### config.mk
export PLATFORM = sky130hd
export DESIGN_NAME = ram_bank_scheduler_flat
export DESIGN_NICKNAME = d
export VERILOG_FILES = /design/src/rtl/ram_bank_scheduler_if.sv /design/src/rtl/ram_bank_scheduler.sv /design/src/flat_wrapper.sv
export SDC_FILE = /design/constraint.sdc
export NUM_CORES = 1
export LEC_CHECK = 0
export ABC_AREA = 1
export CAP_MARGIN = 0
export CELL_PAD_IN_SITES_DETAIL_PLACEMENT = 0
export CELL_PAD_IN_SITES_GLOBAL_PLACEMENT = 1
export CORE_MARGIN = 2
export CORE_UTILIZATION = 36
export DETAILED_ROUTE_END_ITERATION = 8
export PLACE_DENSITY = 0.9
export SLEW_MARGIN = 5
export SYNTH_ARGS = -nofsm -noshare
export SYNTH_HDL_FRONTEND = slang
export SYNTH_SLANG_ARGS = --single-unit
### constraint.sdc
create_clock -name clk -period 2.1 [get_ports clk]
set_clock_uncertainty 0.1 [all_clocks]
set_input_delay 0.42 -clock clk [delete_from_list [all_inputs] [get_ports clk]]
set_output_delay 0.42 -clock clk [all_outputs]
set_load 0.05 [all_outputs]
### src/rtl/ram_bank_scheduler_if.sv
// Bundle of stream, replay and RAM-port signals for ram_bank_scheduler.
// master = scheduler side, slave = stream source/sink plus RAM.
interface ram_bank_scheduler_if;
    logic        in_valid;
    logic [7:0]  in_data;
    logic        in_ready;
    logic        rd_req;
    logic        rd_busy;
    logic        out_valid;
    logic [7:0]  out_data;
    logic        out_last;
    logic [15:0] bank_full;
    logic        wr_en;
    logic [9:0]  address_wr;
    logic [7:0]  data;
    logic [3:0]  ram_select_wr;
    logic        rd_en;
    logic [9:0]  address_rd;
    logic [3:0]  ram_select_rd;
    logic [7:0]  q;

    modport master (
        input  in_valid, in_data, rd_req, q,
        output in_ready, rd_busy, out_valid, out_data, out_last, bank_full,
               wr_en, address_wr, data, ram_select_wr,
               rd_en, address_rd, ram_select_rd
    );

    modport slave (
        output in_valid, in_data, rd_req, q,
        input  in_ready, rd_busy, out_valid, out_data, out_last, bank_full,
               wr_en, address_wr, data, ram_select_wr,
               rd_en, address_rd, ram_select_rd
    );
endinterface

### src/rtl/ram_bank_scheduler.sv
// Bank-granular FIFO over a 16-bank 2-port RAM: frames fill banks round-robin, replay frees them.
// Optional stall counter output ovf_cnt when RAM_SCHED_OVF_CNT_EN is defined.
module ram_bank_scheduler #(
    parameter int NUM_BANKS  = 16,
    parameter int FRAME_LEN  = 1024,
    parameter int RD_LATENCY = 2
) (
    input  logic clk,
    input  logic rst,
    ram_bank_scheduler_if.master bus
`ifdef RAM_SCHED_OVF_CNT_EN
    ,
    output logic [15:0] ovf_cnt
`endif
);

    typedef enum logic [1:0] {
        IDLE  = 2'd0,
        READ  = 2'd1,
        DRAIN = 2'd2
    } rd_state_t;

    localparam logic [3:0] LAST_BANK  = 4'(NUM_BANKS - 1);
    localparam logic [9:0] LAST_ADDR  = 10'(FRAME_LEN - 1);
    localparam logic [1:0] LAST_DRAIN = 2'(RD_LATENCY - 1);

    function automatic logic [3:0] next_bank(input logic [3:0] b);
        return (b == LAST_BANK) ? 4'd0 : b + 4'd1;
    endfunction

    logic [3:0]  wr_bank;
    logic [9:0]  wr_addr;
    logic        wr_en_q;
    logic [9:0]  address_wr_q;
    logic [7:0]  data_q;
    logic [3:0]  sel_wr_q;
    logic [15:0] bank_full_q;
    logic [15:0] set_mask;
    logic [15:0] clr_mask;
    logic        in_ready;
    logic        accept;
    logic        frame_done;

    rd_state_t   state;
    rd_state_t   state_n;
    logic [3:0]  rd_bank;
    logic [9:0]  rd_addr;
    logic [1:0]  drain_cnt;
    logic        rd_en;
    logic        rd_last;

    logic [RD_LATENCY-1:0] vld_p;
    logic [RD_LATENCY-1:0] last_p;

    assign in_ready   = !rst && !bank_full_q[wr_bank];
    assign accept     = bus.in_valid && in_ready;
    assign frame_done = accept && (wr_addr == LAST_ADDR);

    always_comb begin
        set_mask = '0;
        if (frame_done)
            set_mask[wr_bank] = 1'b1;
    end

    // Write stage: accepted byte is presented to the RAM one cycle later
    always_ff @(posedge clk) begin
        if (rst) begin
            wr_bank      <= '0;
            wr_addr      <= '0;
            wr_en_q      <= 1'b0;
            address_wr_q <= '0;
            data_q       <= '0;
            sel_wr_q     <= '0;
        end else begin
            wr_en_q <= accept;
            if (accept) begin
                data_q       <= bus.in_data;
                address_wr_q <= wr_addr;
                sel_wr_q     <= wr_bank;
                wr_addr      <= frame_done ? 10'd0 : wr_addr + 10'd1;
                if (frame_done)
                    wr_bank <= next_bank(wr_bank);
            end
        end
    end

    // Set and clear never target the same bank, so both can apply in one cycle
    always_ff @(posedge clk) begin
        if (rst)
            bank_full_q <= '0;
        else
            bank_full_q <= (bank_full_q | set_mask) & ~clr_mask;
    end

    always_ff @(posedge clk) begin
        if (rst)
            state <= IDLE;
        else
            state <= state_n;
    end

    always_comb begin
        state_n  = state;
        clr_mask = '0;
        case (state)
            IDLE: begin
                if (bus.rd_req && bank_full_q[rd_bank])
                    state_n = READ;
            end
            READ: begin
                if (rd_addr == LAST_ADDR)
                    state_n = DRAIN;
            end
            DRAIN: begin
                if (drain_cnt == LAST_DRAIN) begin
                    state_n           = IDLE;
                    clr_mask[rd_bank] = 1'b1;
                end
            end
            default: state_n = IDLE;
        endcase
    end

    always_ff @(posedge clk) begin
        if (rst) begin
            rd_bank   <= '0;
            rd_addr   <= '0;
            drain_cnt <= '0;
        end else begin
            case (state)
                IDLE: begin
                    rd_addr   <= '0;
                    drain_cnt <= '0;
                end
                READ: begin
                    rd_addr <= (rd_addr == LAST_ADDR) ? 10'd0 : rd_addr + 10'd1;
                end
                DRAIN: begin
                    drain_cnt <= drain_cnt + 2'd1;
                    if (drain_cnt == LAST_DRAIN)
                        rd_bank <= next_bank(rd_bank);
                end
                default: begin
                    rd_addr   <= '0;
                    drain_cnt <= '0;
                end
            endcase
        end
    end

    assign rd_en   = (state == READ);
    assign rd_last = rd_en && (rd_addr == LAST_ADDR);

    // Read-data alignment: valid/last track the RAM's fixed read latency
    always_ff @(posedge clk) begin
        if (rst) begin
            vld_p  <= '0;
            last_p <= '0;
        end else begin
            vld_p[0]  <= rd_en;
            last_p[0] <= rd_last;
            for (int i = 1; i < RD_LATENCY; i++) begin
                vld_p[i]  <= vld_p[i-1];
                last_p[i] <= last_p[i-1];
            end
        end
    end

`ifdef RAM_SCHED_OVF_CNT_EN
    logic [15:0] ovf_cnt_q;

    always_ff @(posedge clk) begin
        if (rst)
            ovf_cnt_q <= '0;
        else if (bus.in_valid && !in_ready && (ovf_cnt_q != 16'hFFFF))
            ovf_cnt_q <= ovf_cnt_q + 16'd1;
    end

    assign ovf_cnt = ovf_cnt_q;
`endif

    assign bus.in_ready      = in_ready;
    assign bus.rd_busy       = (state != IDLE);
    assign bus.out_valid     = vld_p[RD_LATENCY-1];
    assign bus.out_last      = last_p[RD_LATENCY-1];
    assign bus.out_data      = vld_p[RD_LATENCY-1] ? bus.q : 8'h00;
    assign bus.bank_full     = bank_full_q;
    assign bus.wr_en         = wr_en_q;
    assign bus.address_wr    = address_wr_q;
    assign bus.data          = data_q;
    assign bus.ram_select_wr = sel_wr_q;
    assign bus.rd_en         = rd_en;
    assign bus.address_rd    = rd_addr;
    assign bus.ram_select_rd = rd_bank;

endmodule

### src/flat_wrapper.sv
// flat-port wrapper written by rule: the top's interface ports become plain ports
module ram_bank_scheduler_flat 
#(
    parameter int NUM_BANKS  = 16,
    parameter int FRAME_LEN  = 1024,
    parameter int RD_LATENCY = 2
)
  (clk, rst, bus_in_valid, bus_in_data, bus_rd_req, bus_q, bus_in_ready, bus_rd_busy, bus_out_valid, bus_out_data, bus_out_last, bus_bank_full, bus_wr_en, bus_address_wr, bus_data, bus_ram_select_wr, bus_rd_en, bus_address_rd, bus_ram_select_rd);
  ram_bank_scheduler_if bus_i ();
  input  logic clk;
  input  logic rst;
  input wire logic [$bits(bus_i.in_valid)-1:0] bus_in_valid;
  input wire logic [$bits(bus_i.in_data)-1:0] bus_in_data;
  input wire logic [$bits(bus_i.rd_req)-1:0] bus_rd_req;
  input wire logic [$bits(bus_i.q)-1:0] bus_q;
  output wire logic [$bits(bus_i.in_ready)-1:0] bus_in_ready;
  output wire logic [$bits(bus_i.rd_busy)-1:0] bus_rd_busy;
  output wire logic [$bits(bus_i.out_valid)-1:0] bus_out_valid;
  output wire logic [$bits(bus_i.out_data)-1:0] bus_out_data;
  output wire logic [$bits(bus_i.out_last)-1:0] bus_out_last;
  output wire logic [$bits(bus_i.bank_full)-1:0] bus_bank_full;
  output wire logic [$bits(bus_i.wr_en)-1:0] bus_wr_en;
  output wire logic [$bits(bus_i.address_wr)-1:0] bus_address_wr;
  output wire logic [$bits(bus_i.data)-1:0] bus_data;
  output wire logic [$bits(bus_i.ram_select_wr)-1:0] bus_ram_select_wr;
  output wire logic [$bits(bus_i.rd_en)-1:0] bus_rd_en;
  output wire logic [$bits(bus_i.address_rd)-1:0] bus_address_rd;
  output wire logic [$bits(bus_i.ram_select_rd)-1:0] bus_ram_select_rd;
  assign bus_i.in_valid = bus_in_valid;
  assign bus_i.in_data = bus_in_data;
  assign bus_i.rd_req = bus_rd_req;
  assign bus_i.q = bus_q;
  assign bus_in_ready = bus_i.in_ready;
  assign bus_rd_busy = bus_i.rd_busy;
  assign bus_out_valid = bus_i.out_valid;
  assign bus_out_data = bus_i.out_data;
  assign bus_out_last = bus_i.out_last;
  assign bus_bank_full = bus_i.bank_full;
  assign bus_wr_en = bus_i.wr_en;
  assign bus_address_wr = bus_i.address_wr;
  assign bus_data = bus_i.data;
  assign bus_ram_select_wr = bus_i.ram_select_wr;
  assign bus_rd_en = bus_i.rd_en;
  assign bus_address_rd = bus_i.address_rd;
  assign bus_ram_select_rd = bus_i.ram_select_rd;
  ram_bank_scheduler #(.NUM_BANKS(NUM_BANKS), .FRAME_LEN(FRAME_LEN), .RD_LATENCY(RD_LATENCY)) u_core (.clk(clk), .rst(rst), .bus(bus_i));
endmodule
==> summary by stage <==
GRT
The first global-routing pass estimated 17160 um of wire. The via count of the first global-routing pass is 3570. The initial antenna violation count is 0. Global routing finished with a remaining overflow of 0.

For this run, the total global-route usage over all layers was measured as 0.1860. Entering global routing, the biggest net connects 31 pins.

Worst setup path
The startpoint class of the critical path is a flip-flop. Data arrives at the worst endpoint at 1.52 ns. The maximum fanout along the worst path is 2. STA classifies the critical path endpoint as an output pin. The critical path's slowest cell is clkdlybuf4s50_1.

The largest incremental delay on the critical path is 0.83 ns. The endpoint required time on the critical path is 1.58 ns. The critical path class is reg2out. Grouping stages by cell kind, the critical path spends the most delay in buffers and inverters. The critical path goes through clkdlybuf4s50_1.

The number of buffers and inverters on the critical path is 1.

Synthesis
Counting flops and latches in the post-synthesis netlist gives 75. Dividing the synthesized area by the synthesized cell count gives 6.993 um^2. After synthesis the cells add up to 0.003895 mm^2. The number of unique standard cell types used by synthesis is 33.

The share of synthesized area occupied by flip-flops and latches is 0.3855. The total nets after synthesis is 588. The count of mapped cells out of synthesis is 557. The Yosys step of the flow raised 0 warnings.

Drt
The final routed DRC violation total is 0. The first detailed-routing pass took 4 iterations. The overall routed net length is 10580 um. The remaining number of nets flagged by the antenna check after routing is 0. In the routed layout, each cell is associated on average with a via count of 4.981. Dividing the detail-routed wire length by the instance count gives 13.47 um. The total number of vias is 3910. After the first detailed-routing iteration, the DRC count stood at 211.

Cells and area
The final layout net count is 675. Summing all multi-input logic gate instances after layout gives 0.001978 mm^2. The sequential cells in the finished layout cover a total of 0.001509 mm^2. Counting the fill cells in the layout gives 1058. The utilization after layout is 0.5037. The area added between synthesis and finish is 34.69%.

In the final layout, the share of cells above drive strength 1 is 0.1525. The number of antenna diodes in the final layout is 0. After routing the design area is 0.005246 mm^2.

Power and ir drop
The power consumption is 2.986 mW. The logic gate share of total power is 0.068. The internal power of the cells totals 2.297 mW. Summed over all cells, the static leakage comes to 2.219 nW. Of the total power, the share spent switching nets is 0.2308. The share of total power dissipated in sequential elements is 0.481. The net switching power is 0.6891 mW. VDD sags by at most 281.1 uV.

In this run the power density over the cells is 569.1 mW/mm^2. The share of total power dissipated in the clock network is 0.451.

STA
The pin slew with the least headroom to its limit is 0.5347 ns. The number of hold violations in the final report is 0. The minimum clock period is 2.042 ns. The final critical-path setup slack is 0.05805 ns.

Headroom to the max-slew limit came out at 0.6398. The share of the clock period used by the worst path is 0.9724. For this run, the top clock speed supported by timing is 489.7 MHz. The final-report setup violation count is 0. On the final layout, the worst hold slack is 0.3106 ns. The total count of max-transition violations in the final report came to 0. Setup repair after global routing could not meet its margin everywhere.

Clock tree
The maximum buffer depth of the clock tree is 2. The quantity of hold-fixing buffers added after cts is 0. The clock insertion delay at the later pin of the skew report is 0.36 ns. The tree built by TritonCTS fans out to 75 sinks.

Clock-pin slew was measured on the worst setup and hold paths at 0.08 ns. The depth of the CTS H-tree is 3. Clock tree synthesis inserted a total of 9 buffers.

The TritonCTS clock tree is built. The cell sitting at the root of the clock tree is a clkbuf_8.

Placement
The estimated wirelength of the detail-placed design is 7784 um. After detailed placement, the total cell area comes to 0.004971 mm^2. During placement, the flow inserted port buffers numbering 85. Prior to clock tree synthesis, the placed netlist has a worst setup slack of 0.09056 ns. Routability-driven placement finished with a final weighted congestion of 0.9343.

Floorplan
The placeable core area is 0.01042 mm^2. In this run the horizontal extent of the chip is 108.0 um. The site row count is 37.

The die is 108.0 um tall. The number of primary I/O pins is 86. The die covers 0.01167 mm^2.

The starting utilization of the core area is 0.3739.

Run status
The run finished with clean final reports.

Worst hold path
The path type of the worst min-delay path is reg2reg.

Flow run
The tool flagged a number of max-cap violations equal to 0.
-- worst paths after layout --
kind / cells past startpoint / slack, ns / start / to
setup reg to reg: 11 / 0.19 / u_core.wr_addr[1] / u_core.wr_addr[1]
hold reg to reg: 2 / 0.31 / u_core.last_p[0] / u_core.last_p[1]
setup / recovery: 1 / 0.06 / u_core.bus.ram_select_wr[1] / bus_ram_select_wr[1]
hold / removal: 2 / 0.31 / u_core.last_p[0] / u_core.last_p[1]
-- cell usage in the layout (no fill, tap or decap), types with 2 or more instances in the layout --
cell type,synthesis,layout
nand2_2,9,11
nor2_2,2,2
clkbuf_8,0,9
buf_12,0,12
nor3b_1,2,2
or2_2,2,2
dfxtp_1,75,71
nand2_1,145,143
ha_1,11,11
dlymetal6s2s_1,0,6
nor2_1,42,42
dlygate4sd2_1,0,8
inv_1,63,63
a21oi_1,59,59
xnor2_1,2,2
o21ai_0,24,24
nand3_1,27,26
nand3_2,2,3
o211ai_1,4,4
buf_4,1,31
o31ai_1,3,3
a21oi_2,9,9
nand4_1,27,27
dfxtp_2,0,3
clkinv_2,0,2
xor2_1,8,8
inv_2,4,3
bufinv_16,0,3
clkdlybuf4s50_1,0,46
o32ai_1,2,2
-- cells in the mapped netlist, drive strengths merged --
master | count | area (um^2)
o21ai | 24 | 120.1
or2 | 2 | 12.51
inv | 67 | 251.5
dfxtp | 75 | 1501
nor3 | 1 | 5.000
o211ai | 4 | 30.03
a21oi | 68 | 374.1
buf | 17 | 123.9
xor2 | 8 | 70.07
nand2 | 155 | 611.8
clkbuf | 11 | 41.29
o31ai | 3 | 22.52
o32ai | 2 | 17.52
nor2 | 45 | 181.4
xnor2 | 2 | 17.52
nand3b | 1 | 7.510
a2111oi | 1 | 8.760
nand3 | 29 | 155.2
ha | 11 | 137.6
nand4 | 27 | 168.9
nor3b | 3 | 27.52
clkinv | 1 | 8.760
-- what timing repair did --
| action | 4_1_cts | 5_1_grt |
|---|---|---|
| buffers inserted | 1 | 0 |
| endpoints found under the setup margin | 9 | 49 |
| endpoints found under the hold margin | 0 | 0 |
| pin swaps | 1 | 1 |
| resized for setup | 10 | 14 |
-- flip-flops by register name (all words and copies together), names as in the netlist --
register,flops
u_core.bus.ram_select_rd,4
u_core.state,2
u_core.bus.wr_en,1
u_core.bus.bank_full,16
u_core.wr_bank,4
u_core.drain_cnt,2
u_core.bus.address_wr,10
u_core.vld_p,2
u_core.wr_addr,10
u_core.bus.data,8
u_core.last_p,2
u_core.bus.address_rd,10
u_core.bus.ram_select_wr,4
-- per-stage QoR --
step / TNS, ns / instances
after floorplan: 0 / 557
after global placement: 0 / 768
after detailed placement: 0 / 768
after CTS: 0 / 785
after global routing: -0.01312 / 785
final: 0 / 785
-- power by group through the flow --
| stage | clock network [mW] | logic (mW) | registers, mW |
|---|---|---|---|
| detailed placement | 0 | 0.202 | 1.47 |
| global route | 1.45 | 0.220 | 1.44 |
| global placement | 0 | 0.199 | 1.47 |
| CTS | 1.39 | 0.205 | 1.44 |
| finish | 1.35 | 0.204 | 1.44 |
| floorplan | 0 | 0.0920 | 1.50 |
-- logic make-up after synthesis --
kind of cell | after synthesis | share of synthesized area
AOI/OAI and AO/OA | 102 | 0.1471
buffers and inverters | 96 | 0.1092
adders and majority gates | 11 | 0.03534
and+or+nand+nor | 263 | 0.3003
DFF | 75 | 0.3855
xor gates and xnor gates | 10 | 0.02249
-- metal layers --
layer | track usage | up-vias | part of all wire
met5 | 0 | - | 0
met2 | 0.2934 | 132 | 0.45
met1 | 0.2406 | 1776 | 0.45
met4 | 0.08974 | 0 | 0.028
met3 | 0.04159 | 25 | 0.066
li1 | - | 1977 | -
-- layout make-up --
cell class,instances,share of cell area
multi-input combinational,386,0.3771
timing repair buffer,104,0.2065
inverter,68,0.05056
clock buffer,9,0.02361
tap,136,0.03243
clock inverter,7,0.02218
sequential,75,0.2876
No activity file was read; power rests on OpenSTA's default activity.
